### src/rtl/seg7_result_display.sv
// Captures a signed ALU result, saturates it to SAT_LIMIT and converts it to BCD with a
// sequential double-dabble engine. The four display digits are scanned from the board clock.
//
// state | meaning
// IDLE  | waiting for result_valid
// CONV  | one double-dabble step per clock, 10 steps in total
// LOAD  | copy BCD, sign and saturation into the display registers; restart if a result is pending
module seg7_result_display #(
    parameter int SCAN_DIV  = 100000,
    parameter int SAT_LIMIT = 999
) (
    input  logic        clk,
    input  logic        reset,
    input  logic [31:0] cpu_result,
    input  logic        result_valid,
    output logic        busy,
    output logic        digit_select_sign,
    output logic        digit_select_hunth,
    output logic        digit_select_tenth,
    output logic        digit_select_unit,
    output logic [7:0]  segment_select
);

    localparam int          CW     = (SCAN_DIV > 1) ? $clog2(SCAN_DIV) : 1;
    localparam logic [31:0] SAT_32 = SAT_LIMIT[31:0];
    localparam logic [9:0]  SAT_10 = SAT_LIMIT[9:0];
    localparam logic [3:0]  BLANK  = 4'hF;

    typedef enum logic [1:0] {IDLE, CONV, LOAD} state_t;

    state_t      state, state_nx;
    logic        start;
    logic [3:0]  iter;
    logic [9:0]  shift_reg;
    logic [11:0] bcd, bcd_adj;
    logic        conv_neg, conv_sat;
    logic        pend_flag;
    logic [31:0] pend_val;

    logic [31:0] src, src_abs;
    logic        cap_neg, cap_sat;
    logic [9:0]  cap_mag;

    logic [3:0]  dig_h, dig_t, dig_u;
    logic        disp_neg, disp_sat;

    logic [CW-1:0] scan_cnt;
    logic [1:0]    digit_idx;
    logic [7:0]    sign_seg, seg_nx;

    function automatic logic [7:0] seg_decode(input logic [3:0] d);
        logic [7:0] s;
        case (d)
            4'd0:    s = 8'hC0;
            4'd1:    s = 8'hF9;
            4'd2:    s = 8'hA4;
            4'd3:    s = 8'hB0;
            4'd4:    s = 8'h99;
            4'd5:    s = 8'h92;
            4'd6:    s = 8'h82;
            4'd7:    s = 8'hF8;
            4'd8:    s = 8'h80;
            4'd9:    s = 8'h90;
            default: s = 8'hFF;
        endcase
        return s;
    endfunction

    // A strobe in LOAD wins over the older pending value.
    always_comb begin
        src     = (state == LOAD && !result_valid) ? pend_val : cpu_result;
        cap_neg = src[31];
        src_abs = src[31] ? (~src + 32'd1) : src;
        cap_sat = src_abs > SAT_32;
        cap_mag = cap_sat ? SAT_10 : src_abs[9:0];
    end

    always_comb begin
        state_nx = state;
        start    = 1'b0;
        case (state)
            IDLE: begin
                if (result_valid) begin
                    start    = 1'b1;
                    state_nx = CONV;
                end
            end
            CONV: begin
                if (iter == 4'd9) state_nx = LOAD;
            end
            LOAD: begin
                if (result_valid || pend_flag) begin
                    start    = 1'b1;
                    state_nx = CONV;
                end else begin
                    state_nx = IDLE;
                end
            end
            default: state_nx = IDLE;
        endcase
    end

    always_ff @(posedge clk or negedge reset) begin
        if (!reset) begin
            state <= IDLE;
            busy  <= 1'b0;
        end else begin
            state <= state_nx;
            busy  <= (state_nx != IDLE);
        end
    end

    always_comb begin
        bcd_adj = bcd;
        for (int n = 0; n < 3; n++) begin
            if (bcd[n*4 +: 4] >= 4'd5) bcd_adj[n*4 +: 4] = bcd[n*4 +: 4] + 4'd3;
        end
    end

    always_ff @(posedge clk or negedge reset) begin
        if (!reset) begin
            iter      <= '0;
            shift_reg <= '0;
            bcd       <= '0;
            conv_neg  <= 1'b0;
            conv_sat  <= 1'b0;
        end else if (start) begin
            iter      <= '0;
            shift_reg <= cap_mag;
            bcd       <= '0;
            conv_neg  <= cap_neg;
            conv_sat  <= cap_sat;
        end else if (state == CONV) begin
            iter      <= iter + 4'd1;
            bcd       <= {bcd_adj[10:0], shift_reg[9]};
            shift_reg <= {shift_reg[8:0], 1'b0};
        end
    end

    always_ff @(posedge clk or negedge reset) begin
        if (!reset) begin
            pend_flag <= 1'b0;
            pend_val  <= '0;
        end else if (start) begin
            pend_flag <= 1'b0;
        end else if (result_valid) begin
            pend_flag <= 1'b1;
            pend_val  <= cpu_result;
        end
    end

    always_ff @(posedge clk or negedge reset) begin
        if (!reset) begin
            dig_h    <= BLANK;
            dig_t    <= BLANK;
            dig_u    <= BLANK;
            disp_neg <= 1'b0;
            disp_sat <= 1'b0;
        end else if (state == LOAD) begin
            dig_h    <= (bcd[11:8] == 4'd0) ? BLANK : bcd[11:8];
            dig_t    <= (bcd[11:4] == 8'd0) ? BLANK : bcd[7:4];
            dig_u    <= bcd[3:0];
            disp_neg <= conv_neg && (bcd != 12'd0);
            disp_sat <= conv_sat;
        end
    end

    always_comb begin
        sign_seg    = disp_neg ? 8'hBF : 8'hFF;
        sign_seg[7] = ~disp_sat;
        case (digit_idx)
            2'd0:    seg_nx = sign_seg;
            2'd1:    seg_nx = seg_decode(dig_h);
            2'd2:    seg_nx = seg_decode(dig_t);
            default: seg_nx = seg_decode(dig_u);
        endcase
    end

    always_ff @(posedge clk or negedge reset) begin
        if (!reset) begin
            scan_cnt           <= '0;
            digit_idx          <= '0;
            digit_select_sign  <= 1'b0;
            digit_select_hunth <= 1'b0;
            digit_select_tenth <= 1'b0;
            digit_select_unit  <= 1'b0;
            segment_select     <= 8'hFF;
        end else begin
            if (scan_cnt == CW'(SCAN_DIV - 1)) begin
                scan_cnt  <= '0;
                digit_idx <= digit_idx + 2'd1;
            end else begin
                scan_cnt <= scan_cnt + 1'b1;
            end
            digit_select_sign  <= (digit_idx == 2'd0);
            digit_select_hunth <= (digit_idx == 2'd1);
            digit_select_tenth <= (digit_idx == 2'd2);
            digit_select_unit  <= (digit_idx == 2'd3);
            segment_select     <= seg_nx;
        end
    end

endmodule

### config.mk
export PLATFORM = sky130hd
export DESIGN_NAME = seg7_result_display
export DESIGN_NICKNAME = d
export VERILOG_FILES = /design/src/rtl/seg7_result_display.sv
export SDC_FILE = /design/constraint.sdc
export NUM_CORES = 1
export LEC_CHECK = 0
export BUFFER_PORTS_ARGS = -buffer_cell sky130_fd_sc_hd__buf_2
export CAP_MARGIN = 20
export CORE_MARGIN = 10
export CORE_UTILIZATION = 50
export CTS_BUF_LIST = sky130_fd_sc_hd__clkbuf_4 sky130_fd_sc_hd__clkbuf_8
export CTS_CLUSTER_DIAMETER = 120
export CTS_CLUSTER_SIZE = 25
export DETAILED_ROUTE_END_ITERATION = 7
export PLACE_DENSITY = 0.68
export REMOVE_ABC_BUFFERS = 1
export SLEW_MARGIN = 20
export SYNTH_ARGS = -nofsm -noshare
export SYNTH_HDL_FRONTEND = slang
export SYNTH_SLANG_ARGS = --single-unit
### constraint.sdc
create_clock -name clk -period 5.3 [get_ports clk]
set_input_delay 0 -clock clk [delete_from_list [all_inputs] [get_ports clk]]
set_output_delay 0 -clock clk [all_outputs]
set_load 0.005 [all_outputs]
==> metrics.txt <==
EDFF count, synth=0; Syn Area/Cell=9.12 um^2; Die Height=143 um; drt total wl=19,500 um; Iter 0 DRT Violations=580; most common cell after layout, fill and taps aside=dfrtp_1; area occupied by multi-input gates=4510 um^2; status=completed; worst hold path type=primary input to async pin; share of cells above drive strength 1=17.4%; synthesized instance count=835; biggest regs=pend_val x32, scan_cnt x17, bcd x12; f_max=244 MHz; dpl ws=1.27 ns; nature of the critical path endpoint=flip-flop; first-pass GRT wire length=32,100 um; Final WS setup=1.20 ns; Area Overhead vs Synth=10.8%; worst slew pin tran=0.872 ns; worst vdd ir=174 uV; cts bufs inserted=9; Final Hold Vio Count=0; Netlist cell types=82; Std-Cell Core Area=15,100 um^2; max_slew headroom=41.3%; vias per inst=6.14; non-filler cells, final=1,081; HPWL after detailed placement=14,000 um; Total GRT Usage=19.2%; CTS clk-pin slew, worst paths=0.11 ns; Data required, critical path=5.55 ns; Pwr Total=3.14 mW; Pwr per Cell Area=372 nW/um^2; DR pass1 iterations=5; Top-Level Pins=48; Routability Congestion=1.03; sequential share of the synthesized area=36.1%; RSZ-0062 raised after global routing=no; vias in the first global route=6,232; Final setup viols=0; commonest non-fill, non-tap cells in the layout=89 x dfrtp_1, 70 x nor2_1, 66 x nand2_1; post-synthesis instance area=7620 um^2; async set-reset flop share out of synthesis=100%; CP delay by family, top=simple AND/OR/NAND/NOR gates; Biggest register=pend_val; Final Skew=0.0145 ns; layout filler cell count=1,388; DR WL/cell=18.0 um; Pleak=3.47 nW; Setup TNS=0 ns; clock latency on the worst-skew pair=0.40 ns; CTS H-Tree Depth=3; Yosys warning count=0; Seq cells post-synth=109; DRT antenna net count=0; worst path arrival time=4.35 ns; number of diodes=0; Tcrit/Tclk final=77.4%; Slew Limit Fails=0; Post-CTS Setup Bufs=0; CTS Buffer Depth=2; dominant synthesized flop cell=dfrtp_1; worst-path cell chain=or3b_4, buf_4, or4_1, a22o_1, nand3_2, o2111ai_1, or4_4, nor4_4, a41oi_1; starting density of the core=50.5%; clk sinks=109; startpoint types=flip-flop; CTS tree=yes; Rows=45; CP max stage cell=or3b_4; Buf/Inv on CP=1; Storage cell area=2750 um^2; Die W=143 um; DR vias=6,638; Congestion Overflow GR=0; Residual DRC=0; largest net degree at the start of global routing=62; number of port buffers=47; Post-Place Cells=1,031; Setup CP Type=flip-flop to flip-flop; max reg flops=32; flop2flop setup slack=1.20 ns; total die area=20,600 um^2; crit-path max FO=55; Final min period=4.10 ns; max-cap violations=0; clock root buffer=clkbuf_8; antenna violations before repair=0; fin nets=955; Crit path largest cell delay=0.71 ns
==> layout make-up <==
type                       instances  area share (%)
clock buffer                      10            1.63
tap                              188            2.79
sequential                       109            32.6
timing repair buffer              86            7.29
inverter                          26            1.16
clock inverter                     6            1.04
multi-input combinational        656            53.5
==> worst reg2reg max path, stage by stage (launching register included) <==
cell	delay (ns)
dfrtp_1	0.50
or3b_4	0.71
buf_4	0.41
or4_1	0.54
a22o_1	0.27
nand3_2	0.08
o2111ai_1	0.12
or4_4	0.57
nor4_4	0.58
a41oi_1	0.19
==> through the flow <==
| step | util [%] | instance area (um^2) | hold WS [ns] |
|---|---|---|---|
| final | 55.9 | 8440 | 0.145 |
| after global routing | 55.9 | 8440 | 0.186 |
| after CTS | 55.9 | 8440 | 0.158 |
| after detailed placement | 52.2 | 7870 | 0.0540 |
| after global placement | 52.2 | 7870 | 0.0547 |
| after floorplan | - | 7360 | -0.296 |
==> metal layers <==
metal	share of wire [%]	wire (um)	GRT usage [%]
met1	46	8910	26.0
met2	46	8920	29.6
met3	6.0	1180	4.03
met5	0	0	0
met4	2.5	496	6.56
==> power breakdown <==
group | total [mW] | switching, mW | internal, mW
registers | 1.46 | 0.340 | 1.12
clock network | 0.571 | 0.325 | 0.245
logic | 1.11 | 0.612 | 0.501
==> synthesized netlist by cell type (all sizes together) (10+ instances only) <==
| master | count | area, um^2 |
|---|---|---|
| xnor2 | 20 | 175 |
| dfstp | 20 | 526 |
| or3 | 15 | 93.8 |
| mux2i | 37 | 383 |
| o21ai | 64 | 320 |
| nand3 | 31 | 165 |
| buf | 15 | 115 |
| a31oi | 10 | 62.6 |
| nand4 | 16 | 100 |
| dfrtp | 89 | 2230 |
| or4 | 12 | 103 |
| nor3 | 34 | 170 |
| mux2 | 39 | 439 |
| xor2 | 12 | 105 |
| nand2b | 11 | 68.8 |
| nor2 | 70 | 263 |
| nor4 | 21 | 161 |
| ha | 32 | 400 |
| nand2 | 66 | 248 |
| clkbuf | 28 | 135 |
| inv | 26 | 97.6 |
| a21oi | 38 | 190 |
==> path summary, 6_finish.rpt <==
check	from	end	cells past startpoint
hold reg to reg	scan_cnt[0]$_DFF_PN0_	scan_cnt[0]$_DFF_PN0_	1
setup / recovery	state[0]$_DFF_PN0_	shift_reg[5]$_DFFE_PN0P_	9
hold / removal	reset	digit_select_hunth$_DFF_PN0_	2
min in group clk	cpu_result[0]	pend_val[0]$_DFFE_PN0P_	3
max in group asynchronous	reset	pend_val[1]$_DFFE_PN0P_	3
setup reg to reg	state[0]$_DFF_PN0_	shift_reg[5]$_DFFE_PN0P_	9
==> logic make-up after synthesis <==
| kind of cell | after synthesis | synth area share, % |
|---|---|---|
| buffers and inverters | 70 | 4.70 |
| and+or+nand+nor | 325 | 22.9 |
| muxes | 77 | 11.1 |
| AOI/OAI and AO/OA | 190 | 16.2 |
| DFF | 109 | 36.1 |
| adders and majority gates | 32 | 5.26 |
| xor gates and xnor gates | 32 | 3.68 |
==> repair_timing <==
| action | in CTS | in global routing |
|---|---|---|
| hold buffers | 34 | 0 |
| gates resized for setup | 0 | 0 |
| endpoints found under the hold margin | 81 | 0 |
(Power assumes the default switching activity.)
